File: src/rtl/lcd_bus_driver.sv
// HD44780-style parallel write-cycle driver with setup/enable/hold/exec timing.
// Optional power-on init sequence compiled in with `define LCD_INIT_EN.
module lcd_bus_driver #(
    parameter int T_POWERUP = 750000,
    parameter int T_SETUP   = 3,
    parameter int T_PULSE   = 12,
    parameter int T_HOLD    = 2,
    parameter int T_EXEC    = 2000,
    parameter int T_CLEAR   = 80000
) (
    input  logic       clk,
    input  logic       rst,
    input  logic [7:0] data,
    input  logic       rs,
    input  logic       rw,
    output logic [7:0] lcd_db,
    output logic       lcd_rs,
    output logic       lcd_rw,
    output logic       lcd_e,
    output logic       busy,
    output logic       init_done
);

    function automatic int max2(input int a, input int b);
        return (a > b) ? a : b;
    endfunction

    localparam int T_MAX = max2(max2(max2(T_POWERUP, T_SETUP), max2(T_PULSE, T_HOLD)),
                                max2(T_EXEC, T_CLEAR));
    localparam int CW    = (T_MAX > 1) ? $clog2(T_MAX) : 1;

    // Each state lasts its parameter in cycles: load N-1, leave when the count hits 0.
    localparam logic [CW-1:0] LD_SETUP = CW'(T_SETUP - 1);
    localparam logic [CW-1:0] LD_PULSE = CW'(T_PULSE - 1);
    localparam logic [CW-1:0] LD_HOLD  = CW'(T_HOLD - 1);
    localparam logic [CW-1:0] LD_EXEC  = CW'(T_EXEC - 1);
    localparam logic [CW-1:0] LD_CLEAR = CW'(T_CLEAR - 1);

    typedef enum logic [2:0] {
`ifdef LCD_INIT_EN
        S_POWERUP,
        S_INIT_LOAD,
`endif
        S_SETUP,
        S_PULSE,
        S_HOLD,
        S_EXEC,
        S_IDLE
    } state_t;

`ifdef LCD_INIT_EN
    localparam logic [CW-1:0] LD_POWERUP = CW'(T_POWERUP - 1);
    localparam state_t        ST_RESET   = S_POWERUP;
    localparam logic [CW-1:0] CNT_RESET  = LD_POWERUP;
    localparam logic          BUSY_RESET = 1'b1;
    localparam logic [2:0]    INIT_LEN   = 3'd6;
`else
    localparam state_t        ST_RESET   = S_IDLE;
    localparam logic [CW-1:0] CNT_RESET  = '0;
    localparam logic          BUSY_RESET = 1'b0;
`endif

    state_t          state;
    state_t          state_nxt;
    logic [CW-1:0]   cnt;
    logic [CW-1:0]   cnt_ld;
    logic [8:0]      last;
    logic            accept;
    logic            exec_clear;

`ifdef LCD_INIT_EN
    logic [2:0]      init_idx;
    logic            init_load;
    logic            init_finish;
    logic            init_done_q;

    function automatic logic [7:0] init_cmd(input logic [2:0] idx);
        case (idx)
            3'd0, 3'd1, 3'd2: return 8'h38;
            3'd3:             return 8'h0C;
            3'd4:             return 8'h01;
            3'd5:             return 8'h06;
            default:          return 8'h00;
        endcase
    endfunction
`endif

    assign lcd_rw     = 1'b0;
    assign exec_clear = !lcd_rs && (lcd_db == 8'h01 || lcd_db == 8'h02 || lcd_db == 8'h03);

    always_comb begin
        state_nxt = state;
        accept    = 1'b0;
`ifdef LCD_INIT_EN
        init_load   = 1'b0;
        init_finish = 1'b0;
`endif
        case (state)
`ifdef LCD_INIT_EN
            S_POWERUP: begin
                if (cnt == '0) state_nxt = S_INIT_LOAD;
            end
            S_INIT_LOAD: begin
                init_load = 1'b1;
                state_nxt = S_SETUP;
            end
`endif
            S_SETUP: begin
                if (cnt == '0) state_nxt = S_PULSE;
            end
            S_PULSE: begin
                if (cnt == '0) state_nxt = S_HOLD;
            end
            S_HOLD: begin
                if (cnt == '0) state_nxt = S_EXEC;
            end
            S_EXEC: begin
                if (cnt == '0) begin
`ifdef LCD_INIT_EN
                    if (!init_done_q && init_idx != INIT_LEN) begin
                        state_nxt = S_INIT_LOAD;
                    end else begin
                        state_nxt   = S_IDLE;
                        init_finish = !init_done_q;
                    end
`else
                    state_nxt = S_IDLE;
`endif
                end
            end
            S_IDLE: begin
                if (!rw && ({rs, data} != last)) begin
                    accept    = 1'b1;
                    state_nxt = S_SETUP;
                end
            end
            default: state_nxt = ST_RESET;
        endcase
    end

    // Counter reload value for whichever state is being entered.
    always_comb begin
        cnt_ld = '0;
        case (state_nxt)
            S_SETUP: cnt_ld = LD_SETUP;
            S_PULSE: cnt_ld = LD_PULSE;
            S_HOLD:  cnt_ld = LD_HOLD;
            S_EXEC:  cnt_ld = exec_clear ? LD_CLEAR : LD_EXEC;
            default: cnt_ld = '0;
        endcase
    end

    always_ff @(posedge clk) begin
        if (rst) begin
            state  <= ST_RESET;
            cnt    <= CNT_RESET;
            lcd_db <= 8'h00;
            lcd_rs <= 1'b0;
            lcd_e  <= 1'b0;
            busy   <= BUSY_RESET;
            last   <= 9'h000;
        end else begin
            state <= state_nxt;
            if (state_nxt != state) begin
                cnt <= cnt_ld;
            end else if (cnt != '0) begin
                cnt <= cnt - 1'b1;
            end
            lcd_e <= (state_nxt == S_PULSE);
            busy  <= (state_nxt != S_IDLE);
            if (accept) begin
                last   <= {rs, data};
                lcd_rs <= rs;
                lcd_db <= data;
            end
`ifdef LCD_INIT_EN
            else if (init_load) begin
                lcd_rs <= 1'b0;
                lcd_db <= init_cmd(init_idx);
            end
`endif
        end
    end

`ifdef LCD_INIT_EN
    always_ff @(posedge clk) begin
        if (rst) begin
            init_idx    <= 3'd0;
            init_done_q <= 1'b0;
        end else begin
            if (init_load)   init_idx    <= init_idx + 3'd1;
            if (init_finish) init_done_q <= 1'b1;
        end
    end

    assign init_done = init_done_q;
`else
    assign init_done = 1'b1;
`endif

endmodule
File: config.mk
export PLATFORM = sky130hd
export DESIGN_NAME = lcd_bus_driver
export DESIGN_NICKNAME = d
export VERILOG_FILES = /design/src/rtl/lcd_bus_driver.sv
export SDC_FILE = /design/constraint.sdc
export NUM_CORES = 1
export LEC_CHECK = 0
export BUFFER_PORTS_ARGS = -buffer_cell sky130_fd_sc_hd__clkbuf_2
export CAP_MARGIN = 10
export CORE_MARGIN = 2
export CORE_UTILIZATION = 51
export DETAILED_ROUTE_END_ITERATION = 8
export PLACE_DENSITY_LB_ADDON = 0.05
export SLEW_MARGIN = 20
export SYNTH_ARGS = -nofsm -noshare
export SYNTH_HDL_FRONTEND = slang
export SYNTH_SLANG_ARGS = --single-unit
File: constraint.sdc
create_clock -name clk -period 2.56 [get_ports clk]
set_input_delay 0.256 -clock clk [delete_from_list [all_inputs] [get_ports clk]]
set_output_delay 0.256 -clock clk [all_outputs]
set_load 0.02 [all_outputs]
==> impl_metrics.py <==
metrics = {
    "route": {
        "via_per_inst": 5.67,
        "drt_iter0_markers": 83,
        "drtPass1Iterations": 4,
        "wl_um": 3760,
        "wire_per_inst_um": 13.4,
        "vias": 1587,
        "ant_nets": 0,
        "drc": 0,
    },
    "setup_path": {
        "crit_chain": "inv_1 > ha_2 > or3b_4 > or2_4 > or4b_4 > mux2i_1 > and4b_1 > a211oi_2",
        "cp-start-kind": "flip-flop",
        "slowest_delay_ns": 0.55,
        "critical_path_class": "reg2reg",
        "crit_required_ns": 2.81,
        "crit_arrival_ns": 2.65,
        "end_kind": "flip-flop",
        "crit_fanout": 4,
        "critical_path.slowest_cell": "or4b_4",
    },
    "sta": {
        "slew_viol_final": 0,
        "fmax_ghz": 0.416,
        "timing.final.crit_share_pct": 93.8,
        "fin_worst_skew_ns": 0.00912,
        "layout_setup_ws_ns": 0.159,
        "rsz0062_at_grt": "false",
        "period_needed_ns": 2.40,
        "hold_viol_final": 0,
        "holdWs_ns": 0.180,
        "fin_setup_tns_ns": 0,
        "setup_viol_count_final": 0,
    },
    "clocking": {
        "hold_buffers": 0,
        "clkTransAtPathRegs_ns": 0.09,
        "cts_tree": "yes",
        "htree_levels": 2,
        "insertion_delay_ns": 0.33,
        "cts.path.max_buffers": 2,
        "clock_tree.root_cell": "clkbuf_4",
        "cts_sinks": 34,
        "numCtsBuffers": 5,
    },
    "hold_path": {
        "min_path_type": "in2reg",
    },
    "synth": {
        "synth_edf_count": 0,
        "synth.ff_latch_count": 34,
        "synth_top_area_cell": "dfxtp_1",
        "syn_area_per_cell_um2": 8.52,
        "synthArstFlopShare_pct": 0,
        "yosysUniqueCellTypes": 48,
        "syn_nets": 220,
        "synthCells": 207,
        "synth_area_um2": 1760,
        "yosysWarnings": 0,
        "ys_seq_area_share_pct": 38.6,
        "ys.flop_type": "dfxtp_1",
        "synth_top_area_share_pct": 38.6,
        "yosys-top-cells-area": "dfxtp_1 (39%), xnor2_1 (7.9%), a21oi_1 (7.1%), nand2_1 (4.5%), xor2_1 (4.0%)",
    },
    "final_layout": {
        "antenna_cells": 0,
        "finalNetCount": 246,
        "area_growth_pct": 14.2,
        "multi_input_area_um2": 1020,
        "fill_cells": 310,
        "final-seq-area_um2": 683,
        "drive_gt1_share_pct": 25.2,
    },
    "floorplan": {
        "die_area_um2": 3940,
        "rows": 21,
        "coreArea_um2": 3340,
        "initial_core_util_pct": 52.8,
        "die_w_um": 62.8,
        "die_h_um": 62.8,
        "io_pins": 25,
    },
    "global_route": {
        "grt_pass1_vias": 1440,
        "grt_max_degree": 23,
        "antenna_found_initial": 0,
        "track_usage_pct": 20.2,
        "grt_pass1_wl_um": 6330,
        "grt_overflow_total": 0,
    },
    "status": {
        "run_status": "complete, no violations",
    },
    "power_and_ir_drop": {
        "vdd_drop_max_mv": 0.546,
        "p_per_area_nw_per_um2": 1450,
        "leakagePower_nw": 0.819,
        "finalPower_w": 0.00293,
    },
    "job": {
        "maxCapViolCount": 0,
    },
    "placed_design": {
        "dp_worst_setup_slack_ns": 0.0890,
        "hpwl_um": 2730,
        "finalWeightedCongestion": 0.856,
        "io_buffers": 22,
    },
}
## cell usage after synthesis (all sizes together), types with 4 or more instances
cell	number
dfxtp	34
a21oi	25
nand2	21
xnor2	16
nand3	11
o21ai	10
nor3	9
xor2	8
or3	7
buf	6
clkbuf	6
nor2	6
nor4	5
or4	5
or2	4
## repair_timing
item,4_1_cts,5_1_grt
gates resized for setup,0,6
buffers inserted,0,0
endpoints found under the setup margin,0,14
hold endpoints to repair,0,0
## flip-flops by register name, summed over array words and instances (netlist names)
signal and count:
cnt 20, lcd_db 7, state 3, busy 1, last 1, lcd_e 1
lcd_rs 1
## power breakdown
| part | switching [W] | total (W) | internal, W |
|---|---|---|---|
| Combinational | 0.000919 | 0.00176 | 0.000837 |
| Clock | 0.000170 | 0.000303 | 0.000133 |
| Sequential | 0.000169 | 0.000867 | 0.000698 |
## critical path: cells and delay by family (launching register included)
kind	cells	cell delay (ns)
AOI/OAI and AO/OA	1	0.18
adders and majority gates	1	0.19
buffers and inverters	1	0.08
DFF	1	0.34
muxes	1	0.14
and+or+nand+nor	4	1.41
## cell usage in the layout (no fill, tap or decap), types with 3 or more instances in the layout
cell type  netlist  routed
a21oi_1         25      25
buf_4            3      10
clkbuf_2         0      22
clkbuf_4         0       5
dfxtp_1         34      32
nand2_1         21      21
nand3_1         11      11
nor2_1           5       5
nor3_1           8       8
nor4_1           5       5
o21ai_0          9       9
or2_2            3       3
or3_1            4       3
or3_2            3       3
xnor2_1         16      16
xor2_1           8       8
## final timing paths
check                                       startpoint                      to  slack (ns)  depth (start not counted)
worst min register to register  lcd_db[4]$_SDFFE_PP0P_  lcd_db[4]$_SDFFE_PP0P_        0.50                          2
worst max register to register     cnt[1]$_SDFFE_PP0P_     cnt[1]$_SDFFE_PP0P_        0.16                          8
worst max-delay path               cnt[1]$_SDFFE_PP0P_     cnt[1]$_SDFFE_PP0P_        0.16                          8
worst min-delay path                           data[1]  lcd_db[1]$_SDFFE_PP0P_        0.18                          3
## per-stage QoR
stage	cells	cell area (um^2)	utilization, %
floorplan	207	1760	-
global placement	272	1940	58.0
global route	280	2010	60.3
detailed placement	272	1940	58.0
finish	280	2010	60.3
CTS	280	2000	59.8
## logic make-up (layout without fill, tap and decap cells)
kind of cell	after synthesis	after routing	share of synthesized area [%]
XOR/XNOR	24	24	11.9
multiplexers	2	2	1.14
AND/OR/NAND/NOR	83	83	27.7
other	2	2	0.426
flip-flops	34	34	38.6
AO/OA/AOI/OAI	46	46	15.2
buffers and inverters	15	42	4.33
adder cells (fa/ha/maj)	1	1	0.710
## layer usage
metal	GRT usage, %	vias to the layer above	part of all wire [%]	routed length, um
li1	-	789	-	-
met1	23.1	741	42	1600
met2	36.4	51	50	1890
met3	3.24	6	5.5	208
met4	9.72	0	1.8	66
met5	0	-	0	0
## cell type report
cell class | count | share of cell area, %
Clock buffer | 7 | 2.73
Clock inverter | 1 | 0.249
Inverter | 2 | 0.373
Multi-Input combinational cell | 158 | 50.7
Sequential cell | 34 | 33.9
Tap cell | 46 | 2.86
Timing Repair Buffer | 32 | 9.20
No activity file was read; power rests on OpenSTA's default activity.
